### src/rtl/spm_loader_pkg.sv
`default_nettype none
// ============================================================================
// Module      : spm_loader_pkg
// Description : Shared bus encodings and loader state codes for spm_loader.
// Revision    : 1.0 - initial release
// ============================================================================
package spm_loader_pkg;

    // SPM bus direction and active-low strobe levels
    localparam logic c_READ     = 1'b1;
    localparam logic c_WRITE    = 1'b0;
    localparam logic c_ENABLE_  = 1'b0;
    localparam logic c_DISABLE_ = 1'b1;

    typedef enum logic [2:0] {
        LD_HDR   = 3'd0,
        LD_DATA  = 3'd1,
        LD_WRITE = 3'd2,
        LD_DONE  = 3'd3,
        LD_ERR   = 3'd4
    } ld_state_t;

endpackage : spm_loader_pkg
`default_nettype wire

### src/rtl/spm_loader.sv
`default_nettype none
// ============================================================================
// Module      : spm_loader
// Description : Boot-time byte-stream to SPM word writer; holds the CPU off
//               until the whole image is written.
// Revision    : 1.0 - initial release
// ============================================================================
module spm_loader
    import spm_loader_pkg::*;
#(
    parameter int                ADDR_W    = 32,
    parameter logic [ADDR_W-1:0] BASE_ADDR = '0,
    parameter int                MAX_WORDS = 1024
) (
    input  logic              clk,
    input  logic              reset,
    input  logic              rx_valid,
    input  logic [7:0]        rx_data,
    output logic              rx_ready,
    input  logic              load_req,
    output logic [ADDR_W-1:0] mem_spm_addr,
    output logic              mem_spm_as_,
    output logic              mem_spm_rw,
    output logic [31:0]       mem_spm_wr_data,
    output logic              cpu_en,
    output logic              load_err,
    output logic [15:0]       words_loaded
);

    ld_state_t         r_state,    w_state_nxt;
    logic [31:0]       r_shift,    w_shift_nxt;
    logic [1:0]        r_byte_cnt, w_byte_cnt_nxt;
    logic [31:0]       r_n,        w_n_nxt;
    logic [15:0]       r_words,    w_words_nxt;
    logic [ADDR_W-1:0] r_addr,     w_addr_nxt;
    logic              r_as_,      w_as_nxt;
    logic              r_rw,       w_rw_nxt;
    logic [31:0]       r_wdata,    w_wdata_nxt;
    logic              r_cpu_en,   w_cpu_en_nxt;
    logic              r_err,      w_err_nxt;

    logic              w_fire;
    logic [31:0]       w_word;
    logic [ADDR_W-1:0] w_word_addr;

    assign rx_ready    = !reset && (r_state == LD_HDR || r_state == LD_DATA);
    assign w_fire      = rx_valid && rx_ready;
    // Little-endian assembly: each new byte enters at the top, so after four
    // bytes the first one sits in [7:0].
    assign w_word      = {rx_data, r_shift[31:8]};
    assign w_word_addr = BASE_ADDR + (ADDR_W'(r_words) << 2);

    always_comb begin
        w_state_nxt    = r_state;
        w_shift_nxt    = r_shift;
        w_byte_cnt_nxt = r_byte_cnt;
        w_n_nxt        = r_n;
        w_words_nxt    = r_words;
        w_addr_nxt     = r_addr;
        w_as_nxt       = c_DISABLE_;
        w_rw_nxt       = c_READ;
        w_wdata_nxt    = r_wdata;
        w_cpu_en_nxt   = r_cpu_en;
        w_err_nxt      = r_err;

        case (r_state)
            LD_HDR: begin
                if (w_fire) begin
                    w_shift_nxt    = w_word;
                    w_byte_cnt_nxt = r_byte_cnt + 2'd1;
                    if (r_byte_cnt == 2'd3) begin
                        w_n_nxt = w_word;
                        if (w_word > 32'(MAX_WORDS)) begin
                            w_state_nxt = LD_ERR;
                            w_err_nxt   = 1'b1;
                        end else if (w_word == 32'd0) begin
                            w_state_nxt  = LD_DONE;
                            w_cpu_en_nxt = 1'b1;
                        end else begin
                            w_state_nxt = LD_DATA;
                        end
                    end
                end
            end
            LD_DATA: begin
                if (w_fire) begin
                    w_shift_nxt    = w_word;
                    w_byte_cnt_nxt = r_byte_cnt + 2'd1;
                    // Strobe outputs are registered, so they are loaded here
                    // to be valid throughout the WRITE cycle.
                    if (r_byte_cnt == 2'd3) begin
                        w_state_nxt = LD_WRITE;
                        w_as_nxt    = c_ENABLE_;
                        w_rw_nxt    = c_WRITE;
                        w_addr_nxt  = w_word_addr;
                        w_wdata_nxt = w_word;
                    end
                end
            end
            LD_WRITE: begin
                w_words_nxt = r_words + 16'd1;
                if (32'(r_words) + 32'd1 == r_n) begin
                    w_state_nxt  = LD_DONE;
                    w_cpu_en_nxt = 1'b1;
                end else begin
                    w_state_nxt = LD_DATA;
                end
            end
            LD_DONE, LD_ERR: begin
                if (load_req) begin
                    w_state_nxt    = LD_HDR;
                    w_cpu_en_nxt   = 1'b0;
                    w_err_nxt      = 1'b0;
                    w_words_nxt    = 16'd0;
                    w_byte_cnt_nxt = 2'd0;
                end
            end
            default: begin
                w_state_nxt = LD_HDR;
            end
        endcase
    end

    always_ff @(posedge clk) begin
        if (reset) begin
            r_state    <= LD_HDR;
            r_shift    <= 32'd0;
            r_byte_cnt <= 2'd0;
            r_n        <= 32'd0;
            r_words    <= 16'd0;
            r_addr     <= BASE_ADDR;
            r_as_      <= c_DISABLE_;
            r_rw       <= c_READ;
            r_wdata    <= 32'd0;
            r_cpu_en   <= 1'b0;
            r_err      <= 1'b0;
        end else begin
            r_state    <= w_state_nxt;
            r_shift    <= w_shift_nxt;
            r_byte_cnt <= w_byte_cnt_nxt;
            r_n        <= w_n_nxt;
            r_words    <= w_words_nxt;
            r_addr     <= w_addr_nxt;
            r_as_      <= w_as_nxt;
            r_rw       <= w_rw_nxt;
            r_wdata    <= w_wdata_nxt;
            r_cpu_en   <= w_cpu_en_nxt;
            r_err      <= w_err_nxt;
        end
    end

    assign mem_spm_addr    = r_addr;
    assign mem_spm_as_     = r_as_;
    assign mem_spm_rw      = r_rw;
    assign mem_spm_wr_data = r_wdata;
    assign cpu_en          = r_cpu_en;
    assign load_err        = r_err;
    assign words_loaded    = r_words;

endmodule : spm_loader
`default_nettype wire

### config.mk
export PLATFORM = sky130hd
export DESIGN_NAME = spm_loader
export DESIGN_NICKNAME = d
export VERILOG_FILES = /design/src/rtl/spm_loader_pkg.sv /design/src/rtl/spm_loader.sv
export SDC_FILE = /design/constraint.sdc
export NUM_CORES = 1
export LEC_CHECK = 0
export BUFFER_PORTS_ARGS = -buffer_cell sky130_fd_sc_hd__buf_2
export CAP_MARGIN = 20
export CORE_MARGIN = 2
export CORE_UTILIZATION = 45
export DETAILED_ROUTE_END_ITERATION = 8
export PLACE_DENSITY = 0.8
export SLEW_MARGIN = 40
export SYNTH_ARGS = -nofsm -noshare
export SYNTH_HDL_FRONTEND = slang
export SYNTH_SLANG_ARGS = --single-unit
### constraint.sdc
create_clock -name clk -period 1.9 [get_ports clk]
set_input_delay 0.095 -clock clk [delete_from_list [all_inputs] [get_ports clk]]
set_output_delay 0.095 -clock clk [all_outputs]
set_load 0.005 [all_outputs]
# Word level (Yosys, flattened, before mapping)
# Cells that the tools add are included.
[op_classes]
add_sub_neg = 3
magnitude_cmp = 1
n_eq_ne = 16
mux = 26
bitwise_logic = 2
reduce_logical = 21
[ops]
columns = ["cell", "n"]
rows = [
  ["equality test 17 x 32 -> 1 bit", 1],
  ["greater-than comparator 32 x 11 -> 1 bit, second input constant", 1],
  ["zero test 32 bit", 1],
  ["one-hot mux 16 bit (2 select lines)", 1],
  ["two-way mux 3 bit", 6],
  ["adder 16 x 1 -> 17 bit, second input constant", 1],
  ["adder 16 x 1 -> 16 bit, second input constant", 1],
  ["two-way mux 16 bit", 1],
  ["one-hot mux 3 bit (4 select lines)", 1],
  ["two-way mux 1 bit", 10],
  ["inequality test 2 x 1 -> 1 bit, second input constant", 5],
  ["inequality test 2 bit, second input constant", 5],
  ["AND reduction 5 bit", 2],
  ["AND reduction 3 bit", 3],
  ["two-way mux 2 bit", 4],
  ["AND reduction 7 bit", 1],
  ["equality test 3 x 2 -> 1 bit, second input constant", 2],
  ["nonzero test 2 bit", 3],
  ["one-hot mux 2 bit (2 select lines)", 1],
  ["AND reduction 2 bit", 2],
  ["OR reduction 2 bit", 2],
  ["equality test 3 x 1 -> 1 bit, second input constant", 1],
  ["equality test 3 bit, second input constant", 1],
  ["zero test 3 bit", 1],
  ["10 further kinds", 12],
]
[totals]
regBits = 136
out_inout_bits = 85

# Longest topological paths before layout
# Gate-level depths: netlist of run 1.
[logic_depth]
depth_word = 6
depth_mapped = 8
mapped_depth_nobuf = 7

# Worst setup path before layout of run 1
# No wires, ideal clock.
[synth_path]
path_type = "reg2reg"
startpoint = "register r_words[1], in the netlist words_loaded[1]"
endpoint = "register r_cpu_en, in the netlist cpu_en"
setup_time_ns = 0.079
t_arrival_ns = 2.059
t_required_ns = 1.821
path_slack_ns = -0.238
path_stages_with_launch = 8
path_buffers = 0
synth_period_minus_slack_ns = 2.138
cell_sequence = "dfxtp_1 -> ha_1 -> nand3_2 -> or4_1 -> a22oi_1 -> and4_1 -> o2111ai_2 -> a211oi_2"
[synth_between]
elab_chain_cells = 4
[synth_rtl]
columns = ["element", "line_no", "rtl"]
rows = [
  ["start, declared", "spm_loader.sv:34", "logic [15:0] r_words, w_words_nxt;"],
  ["start signal, assigned", "spm_loader.sv:142", "r_words <= w_words_nxt;"],
  ["adder 16 x 1 -> 17 bit", "spm_loader.sv:102", "if (32'(r_words) + 32'd1 == r_n) begin"],
  ["equality test 17 x 32 -> 1 bit", "spm_loader.sv:102", ""],
  ["inequality test 2 bit (no line)", "n/a", ""],
  ["AND reduction 7 bit (no line)", "n/a", ""],
  ["end signal, assigned", "spm_loader.sv:147", "r_cpu_en <= w_cpu_en_nxt;"],
  ["end, declared", "spm_loader.sv:39", "logic r_cpu_en, w_cpu_en_nxt;"],
]
# Every way passes these cells.
# A chain may end at the register's enable or synchronous reset.

# Worst setup path in the final report of run 1
[layout_path]
startpoint = "register r_words[0], in the netlist words_loaded[0]"
endpoint = "register r_state[1]"
[layout_between]
elab_chain_cells = 4
[layout_rtl]
columns = ["element", "line_no", "rtl"]
rows = [
  ["adder 16 x 1 -> 17 bit", "spm_loader.sv:102", ""],
  ["equality test 17 x 32 -> 1 bit", "spm_loader.sv:102", ""],
  ["two-way mux 2 bit", "spm_loader.sv:102", ""],
  ["one-hot mux 3 bit (4 select lines)", "spm_loader.sv:66", "case (r_state)"],
  ["end signal, assigned", "spm_loader.sv:138", "r_state <= w_state_nxt;"],
  ["end, declared", "spm_loader.sv:30", "ld_state_t r_state, w_state_nxt;"],
]
# Every way passes these cells.

==> reports/metrics.cfg, run 1 <==
[grt]
overflow = 0
grt_pass1_wl_um = 24200
grt_max_degree = 75
first_global_vias = 5031
grt_usage_pct = 22.9
antenna_found_initial = 0
grtUsageMet1_pct = 28.1
gr-usage-met2_pct = 38.9
use_met3_pct = 5.35
grt_busiest_layer = met2

[drt]
antenna_left = 0
wl_per_cell_um = 15.4
wirelength_um = 16200
num_vias = 5680
drt-vias-per-instance = 5.39
firstDrtPassIters = 7
first_iter_violations = 386
drc = 0

[timing]
fin_crit_sh_pct = 104
setup_violations = 6
fin_worst_skew_ns = 0.0132
rsz0062_at_grt = true
setup_tns_ns = -0.163
finalWorstSetupSlack_ns = -0.0784
fmax_mhz = 505
slew_viol_final = 0
tightest_slew_ns = 0.844
maxSlewHeadroom_pct = 43.7
hold_violations = 0
post-route-min-period_ns = 1.98

[power_and_ir_drop]
ir_drop_mv = 0.663
leakagePower_uw = 0.00310
pwr_density_cell_nw_per_um2 = 772

[min_path]
min_path_type = input port to flip-flop

[placement]
numPortBuffers = 80
placed_cells = 1003
placed_area_um2 = 6660
hpwlAfterDp_um = 10000
gp_congestion = 0.906

[floorplan]
ioPinCount = 97
die-area_um2 = 13500
die_x_um = 116
die_h_um = 116
start_util_pct = 45.6
coreArea_um2 = 12500
rows = 41

[run_status]
status = finished with violations
violations = setup timing

[finish]
drive_gt1_share_pct = 31.6
final_cells = 1053
final_cell_mix = nand2_1, dfxtp_1, a21oi_1, buf_2, buf_4
final_core_util_pct = 63.0
final_area_um2 = 7850
synthToLayoutAreaGrowth_pct = 38.1
mostFrequentLayoutCell = nand2_1
diodes = 0
nNetsFinal = 885

[clocking]
worstSkewPairLatency_ns = 0.42
clock_tree.root_cell = clkbuf_16
cts_buffers = 17
htreeDepth = 4
clk_transition_reported_paths_ns = 0.05
tritoncts = built
numClockSinks = 128
clockBufferDepth = 2

[logic_synthesis]
avgSynthCellArea_um2 = 7.79
synth_top_area_cell = dfxtp_1
synth-seq-cells = 128
ys.flop_type = dfxtp_1
syn-cell-area_um2 = 5690
synth_edf_count = 0
synth_cell_types = 56
ys_warn_count = 0
netlist_top_cells_area = dfxtp_1, nand2_1, a21oi_1
yosysTopAreaCellShare_pct = 45.1
synthArstFlopShare_pct = 0
seq_area_frac_synth_pct = 45.1
syn_inst = 730

[worst_setup_path]
critPathMaxFanout = 5
worstPathArrival_ns = 2.31
endpoint_kind = flip-flop
startpoint_type = flip-flop
path_class = flip-flop to flip-flop
required_ns = 2.23

[job]
drv_cap = 0

sequential cells by signal, summed over array words and instances, names as in the netlist, 2 cells and up:
name / cells
mem_spm_wr_data: 32
mem_spm_addr: 16
r_n: 32
words_loaded: 16
r_shift: 24
r_state: 3
r_byte_cnt: 2
layout make-up:
cell class | count | area, um2
Inverter | 3 | 23.8
Timing Repair Buffer | 177 | 1280
Clock inverter | 5 | 56.3
Sequential cell | 128 | 2580
Tap cell | 172 | 215
Fill cell | 1035 | 4620
Clock buffer | 24 | 483
Multi-Input combinational cell | 544 | 3200
per-layer routing:
layer	vias up	routed length, um	part of all wire [%]
met1	2712	6740	42
met2	212	8180	50
met5	-	0	0
met4	0	359	2.2
met3	32	937	5.8
li1	2724	-	-
power breakdown:
part	total (uW)	leakage, uW	internal (uW)	switching [uW]
Sequential	2750	0.00104	2720	31.7
Clock	3000	0.000261	1880	1110
Combinational	314	0.00180	126	188
Total	6060	0.00310	4730	1330
Yosys cell counts, types with 2 or more instances:
cell type  number
o31ai_1         2
nor2_1         24
clkbuf_1       35
buf_2          16
o22ai_1         2
nand2_1       203
nor3_1         13
and2_1          2
nor4_1         14
or4_1           3
inv_1           2
and3b_1         2
o211a_1         2
o21ai_0        40
nor4_2          4
nand3b_1        5
nand3_1         7
buf_1           2
ha_1            2
a31oi_1         5
or3_1           3
a311oi_1        3
and3_1          5
a21oi_1        99
a21boi_0        2
and4_1          2
nor3b_1         3
a22oi_1         2
xnor2_1        15
xor2_1          4
nand4_1         4
nor3_2          3
mux2i_1         2
nor2b_1         4
dfxtp_1       128
buf_4          17
nand2b_1       30
cell families after synthesis:
| kind of cell | synth area share (%) |
|---|---|
| multiplexers | 0.550 |
| adder cells (fa/ha/maj) | 0.440 |
| buffers and inverters | 6.29 |
| AO/OA/AOI/OAI | 16.3 |
| XOR/XNOR | 2.93 |
| flip-flops | 45.1 |
| AND/OR/NAND/NOR | 28.3 |
| other | 0.0660 |
path summary, 6_finish.rpt:
| path | startpoint | end | slack, ns | cells past startpoint |
|---|---|---|---|---|
| hold / removal | load_req | load_err$_SDFFE_PP0P_ | 0.06 | 3 |
| setup / recovery | words_loaded[0]$_SDFFE_PP0P_ | r_state[1]$_SDFFE_PP0P_ | -0.08 | 8 |
| setup reg to reg | words_loaded[0]$_SDFFE_PP0P_ | r_state[1]$_SDFFE_PP0P_ | -0.08 | 8 |
| hold reg to reg | mem_spm_addr[8]$_SDFFE_PP0P_ | mem_spm_addr[8]$_SDFFE_PP0P_ | 0.45 | 2 |
timing repair:
| action | in CTS | in global routing |
|---|---|---|
| hold endpoints to repair | 24 | 0 |
| endpoints found under the setup margin | 3 | 42 |
| cloned | 0 | 4 |
| resized for setup | 14 | 98 |
| hold buffers | 8 | 0 |
| pin swaps | 10 | 40 |
| buffers inserted | 5 | 5 |
per-stage QoR:
stage               hold slack (ns)  worst slack (ns)  power, uW
floorplan                     0.204            0.0346       2990
global placement              0.345           0.00908       3090
detailed placement            0.356           -0.0607       3090
CTS                          0.0491           -0.0222       6070
global route                 0.0773            -0.133       6240
finish                       0.0621           -0.0784       6060
worst max-delay path, cell delays in order, from the launching register on:
cell       delay [ns]
dfxtp_2          0.35
ha_4             0.16
buf_6            0.11
nor3b_1          0.26
o21ai_0          0.17
a31oi_1          0.21
and4_1           0.26
o2111ai_4        0.16
o31ai_2          0.23
(Power assumes the default switching activity.)
==> run 2, diff against run 1 <==
TNS_END_PERCENT = 10   (was not set)
==> run 2 against run 1 <==
Effect of this change: critical path type unchanged; non-clock buffer count shrank 4; clock-buffer cell count stayed put; largest cell class unchanged; the run still ends with setup timing left; sequential power about the same.
==> reports/metrics.cfg, run 2 (synthesis results as in run 1) <==
[grt]
grt_max_degree = 75  ; unchanged
grt_pass1_wl_um = 24200  ; unchanged
antenna_found_initial = 0  ; unchanged
grt_usage_pct = 22.9  ; unchanged
overflow = 0  ; unchanged
first_global_vias = 5031  ; unchanged

[drt]
drt-vias-per-instance = 5.25  ; -2.6%
first_iter_violations = 383  ; -0.78%
num_vias = 5511  ; -3.0%
wl_per_cell_um = 14.7  ; -4.2%
antenna_left = 0  ; unchanged
firstDrtPassIters = 5  ; -2
drc = 0  ; unchanged
wirelength_um = 15500  ; -4.6%

[placement]
hpwlAfterDp_um = 10000  ; unchanged
numPortBuffers = 80  ; unchanged
gp_congestion = 0.906  ; unchanged

[floorplan]
die-area_um2 = 13500  ; unchanged
coreArea_um2 = 12500  ; unchanged
ioPinCount = 97  ; unchanged
die_x_um = 116  ; unchanged
start_util_pct = 45.6  ; unchanged
rows = 41  ; unchanged
die_h_um = 116  ; unchanged

[timing]
post-route-min-period_ns = 1.93  ; -0.0520 ns
maxSlewHeadroom_pct = 50.7  ; +7.0 points
setup_tns_ns = -0.0504  ; +0.113 ns
fin_crit_sh_pct = 101  ; -2.7 points
setup_violations = 2  ; -4
slew_viol_final = 0  ; unchanged
finalWorstSetupSlack_ns = -0.0263  ; +0.0520 ns
tightest_slew_ns = 0.740  ; -0.104 ns
fmax_mhz = 519  ; +2.7%
rsz0062_at_grt = true
fin_worst_skew_ns = 0.00823  ; -0.00495 ns
hold_violations = 0  ; unchanged

[clocking]
clock_tree.root_cell = clkbuf_16
htreeDepth = 4  ; unchanged
cts_buffers = 17  ; unchanged
worstSkewPairLatency_ns = 0.42  ; about the same
clockBufferDepth = 2  ; unchanged
numClockSinks = 128  ; unchanged
tritoncts = built
clk_transition_reported_paths_ns = 0.05  ; about the same

[worst_setup_path]
cp.depth = 7  ; -1
startpoint_type = flip-flop
worst-path-buf-inv = 1  ; unchanged
crit_slowest_cell = dfxtp_1
cpLargestDelayFamily = simple AND/OR/NAND/NOR gates
critPathMaxFanout = 9  ; +4
path_cells = buf_4 -> nand3_1 -> nor3_2 -> xnor2_1 -> nor4_2 -> o2111ai_4 -> a211oi_2
path_class = flip-flop to flip-flop
required_ns = 2.24  ; about the same
max_stage_delay_ns = 0.37  ; +0.02 ns
endpoint_kind = flip-flop
r2r_cells = 7  ; -1
worstPathArrival_ns = 2.27  ; -0.04 ns

[min_path]
hold_depth = 3  ; unchanged
min_path_type = input port to flip-flop

[power_and_ir_drop]
pwr_density_cell_nw_per_um2 = 804  ; +4.2%
ir_drop_mv = 0.670  ; +1.1%
leakagePower_uw = 0.00300  ; -3.2%

[finish]
drive_gt1_share_pct = 25.9  ; -5.7 points
synthToLayoutAreaGrowth_pct = 32.4
diodes = 0  ; unchanged
mostFrequentLayoutCell = nand2_1
final_core_util_pct = 60.4  ; -2.6 points
final_cell_mix = nand2_1, dfxtp_1, a21oi_1
nNetsFinal = 881  ; -0.45%

[run_status]
status = finished with violations
violations = setup timing

[job]
drv_cap = 0  ; unchanged

## run 2: routing by layer
metal	wire [um]	GRT usage [%]	part of all wire (%)
met1	6700	28.1	43
met3	831	5.35	5.4
met5	0	0	0
met2	7690	38.9	50
met4	255	9.37	1.6
## run 2: repair_timing
item,4_1_cts,5_1_grt
hold buffers,8,0
setup buffers,5,2
resized for setup,14,28
pin swaps,10,4
endpoints found under the hold margin,24,0
setup endpoints to repair,3,42
gates cloned,0,2
## run 2: worst register-to-register path, cell delays in order, from the launching register on
cell and delay, ns:
dfxtp_1 0.37, buf_4 0.20, nand3_1 0.17, nor3_2 0.27
xnor2_1 0.13, nor4_2 0.31, o2111ai_4 0.19, a211oi_2 0.20
## run 2: path summary, 6_finish.rpt
| kind | startpoint | to | slack, ns |
|---|---|---|---|
| worst min-delay path | load_req | load_err$_SDFFE_PP0P_ | 0.06 |
| worst max register to register | words_loaded[4]$_SDFFE_PP0P_ | cpu_en$_SDFFE_PP0P_ | -0.03 |
| worst max-delay path | words_loaded[4]$_SDFFE_PP0P_ | cpu_en$_SDFFE_PP0P_ | -0.03 |
| worst min register to register | mem_spm_addr[8]$_SDFFE_PP0P_ | mem_spm_addr[8]$_SDFFE_PP0P_ | 0.45 |
## run 2: report_power, final
| group | total [uW] | switching, uW | internal [uW] |
|---|---|---|---|
| Sequential | 2750 | 31.2 | 2720 |
| Combinational | 307 | 183 | 124 |
| Clock | 2990 | 1110 | 1880 |
| Total | 6050 | 1330 | 4730 |
## run 2: metrics by stage
step,hold WS [ns],cells,area [um2],power [uW],setup slack (ns)
floorplan,0.204,745,5800,2990,0.0346
global placement,0.345,1003,6660,3090,0.00908
detailed placement,0.356,1003,6660,3090,-0.0607
CTS,0.0491,1045,7380,6070,-0.0222
global route,0.0760,1049,7520,6240,-0.163
finish,0.0590,1049,7520,6050,-0.0263
## run 2: cell type report
cell class / instances / area (um2)
clock buffers: 24 / 483
well taps: 172 / 215
inverters: 3 / 16.3
multi-input cells: 544 / 2970
flip-flops and latches: 128 / 2580
clock inverters: 5 / 56.3
fillers: 1103 / 4940
repair buffers: 173 / 1200
==> run 3, diff against run 2 <==
HOLD_SLACK_MARGIN = 0.12   (was not set)
==> run 3 against run 2 <==
Effect of this change: core utilization rose by 0.080 points; the flow still finishes with violations (setup timing); largest cell class unchanged; critical path depth did not move; cell count barely moved; worst setup slack improved by 0.016 ns; global-route usage barely moved; maximum frequency rose by 0.86%; critical endpoint is now r_state[1]$_SDFFE_PP0P_; flip-flop and latch count did not move; first-iteration DRC count rose by 5.2%.
==> reports/metrics.cfg, run 3 (synthesis results as in run 1) <==
[grt]
grt_usage_pct = 22.9  ; about the same
antenna_found_initial = 0  ; unchanged
overflow = 0  ; unchanged
first_global_vias = 5037  ; +0.12%
grt_pass1_wl_um = 24200  ; about the same
grt_max_degree = 75  ; unchanged

[run_status]
violations = setup timing
status = finished with violations

[min_path]
hold_depth = 3  ; unchanged
min_path_type = input port to flip-flop

[drt]
drc = 0  ; unchanged
antenna_left = 0  ; unchanged
wirelength_um = 15400  ; -0.27%
first_iter_violations = 403  ; +5.2%
drt-vias-per-instance = 5.25  ; about the same
num_vias = 5516  ; +0.091%
firstDrtPassIters = 6  ; +1
wl_per_cell_um = 14.7  ; -0.37%

[clocking]
clock_tree.root_cell = clkbuf_16
numClockSinks = 128  ; unchanged
clockBufferDepth = 2  ; unchanged
tritoncts = built
worstSkewPairLatency_ns = 0.42  ; about the same
clk_transition_reported_paths_ns = 0.05  ; about the same
cts_buffers = 17  ; unchanged
htreeDepth = 4  ; unchanged

[placement]
gp_congestion = 0.906  ; unchanged
placed_cells = 1003  ; unchanged
numPortBuffers = 80  ; unchanged
hpwlAfterDp_um = 10000  ; unchanged

[timing]
fin_worst_skew_ns = 0.00722  ; -0.00100 ns
setup_tns_ns = -0.0182  ; +0.0321 ns
post-route-min-period_ns = 1.91  ; -0.0165 ns
rsz0062_at_grt = true
fmax_mhz = 524  ; +0.86%
hold_ws_ns = 0.274  ; +0.215 ns
tightest_slew_ns = 0.734  ; -0.00599 ns
finalWorstSetupSlack_ns = -0.00988  ; +0.0165 ns
hold_violations = 0  ; unchanged
setup_violations = 2  ; unchanged
maxSlewHeadroom_pct = 51.1  ; +0.40 points
slew_viol_final = 0  ; unchanged
fin_crit_sh_pct = 101  ; -0.87 points

[finish]
final_cell_mix = nand2_1, dfxtp_1, a21oi_1
synthToLayoutAreaGrowth_pct = 32.5
final_cells = 1050  ; +0.095%
drive_gt1_share_pct = 25.9  ; -0.029 points
final_core_util_pct = 60.4  ; +0.080 points
mostFrequentLayoutCell = nand2_1
nNetsFinal = 882  ; +0.11%
diodes = 0  ; unchanged

[worst_setup_path]
r2r_cells = 7  ; unchanged
required_ns = 2.23  ; about the same
path_class = flip-flop to flip-flop
worstPathArrival_ns = 2.24  ; -0.03 ns
startpoint_type = flip-flop
endpoint_kind = flip-flop
critPathMaxFanout = 9  ; unchanged

[floorplan]
rows = 41  ; unchanged
die_x_um = 116  ; unchanged
start_util_pct = 45.6  ; unchanged
ioPinCount = 97  ; unchanged
die_h_um = 116  ; unchanged
coreArea_um2 = 12500  ; unchanged
die-area_um2 = 13500  ; unchanged

[power_and_ir_drop]
pwr_density_cell_nw_per_um2 = 803  ; -0.17%
ir_drop_mv = 0.677  ; +0.99%
leakagePower_uw = 0.00301  ; +0.14%

[job]
drv_cap = 0  ; unchanged

==> run 3: cell types whose count changed in the layout (fill, tap and decap cells not counted), sizes merged <==
| cell | delta |
|---|---|
| dlygate4sd3 | +1 |
==> run 3: layout make-up <==
class / instances / area (um2)
clock inverters: 5 / 56.3
multi-input cells: 544 / 2970
fillers: 1103 / 4930
clock buffers: 24 / 483
flip-flops and latches: 128 / 2580
well taps: 172 / 215
repair buffers: 174 / 1210
inverters: 3 / 16.3
==> run 3: power breakdown <==
group | leakage [uW] | internal (uW) | switching, uW
logic | 0.00171 | 125 | 183
registers | 0.00104 | 2720 | 30.7
clock network | 0.000261 | 1880 | 1110
total | 0.00301 | 4730 | 1320
==> run 3: per-stage QoR <==
step | total power (uW) | setup slack (ns) | instance area (um2)
6_report | 6050 | -0.00988 | 7530
5_1_grt | 6240 | -0.163 | 7530
4_1_cts | 6070 | -0.0222 | 7390
3_5_place_dp | 3090 | -0.0607 | 6660
3_3_place_gp | 3090 | 0.00908 | 6660
2_1_floorplan | 2990 | 0.0346 | 5800
==> run 3: metal layers <==
layer	wire length, um	up-vias	GRT usage [%]
met4	291	0	9.37
met3	852	27	5.35
met5	0	-	0
met1	6680	2599	28.1
li1	-	2715	-
met2	7610	175	39.0
==> run 3: worst paths after layout <==
kind                                       to  slack [ns]                        startpoint
min                   r_state[0]$_SDFFE_PP0P_        0.27                             reset
min reg2reg  mem_spm_wr_data[31]$_SDFFE_PP0P_        0.45  mem_spm_wr_data[31]$_SDFFE_PP0P_
max                   r_state[1]$_SDFFE_PP0P_       -0.01      words_loaded[4]$_SDFFE_PP0P_
max reg2reg           r_state[1]$_SDFFE_PP0P_       -0.01      words_loaded[4]$_SDFFE_PP0P_
==> run 3: critical path, stage by stage (launching register included) <==
cell and delay [ns]:
dfxtp_1 0.37, buf_4 0.19, nand3_1 0.17, nor3_2 0.27, xnor2_1 0.12, nor4_2 0.31, o2111ai_4 0.19, o31ai_2 0.19
==> run 3: timing repair <==
item                                   4_1_cts  5_1_grt
buffers inserted                             5        2
pin swaps                                   10        4
hold buffers                                 9        0
cloned                                       0        2
endpoints found under the hold margin       25        0
gates resized for setup                     14       28
setup endpoints to repair                    3       42
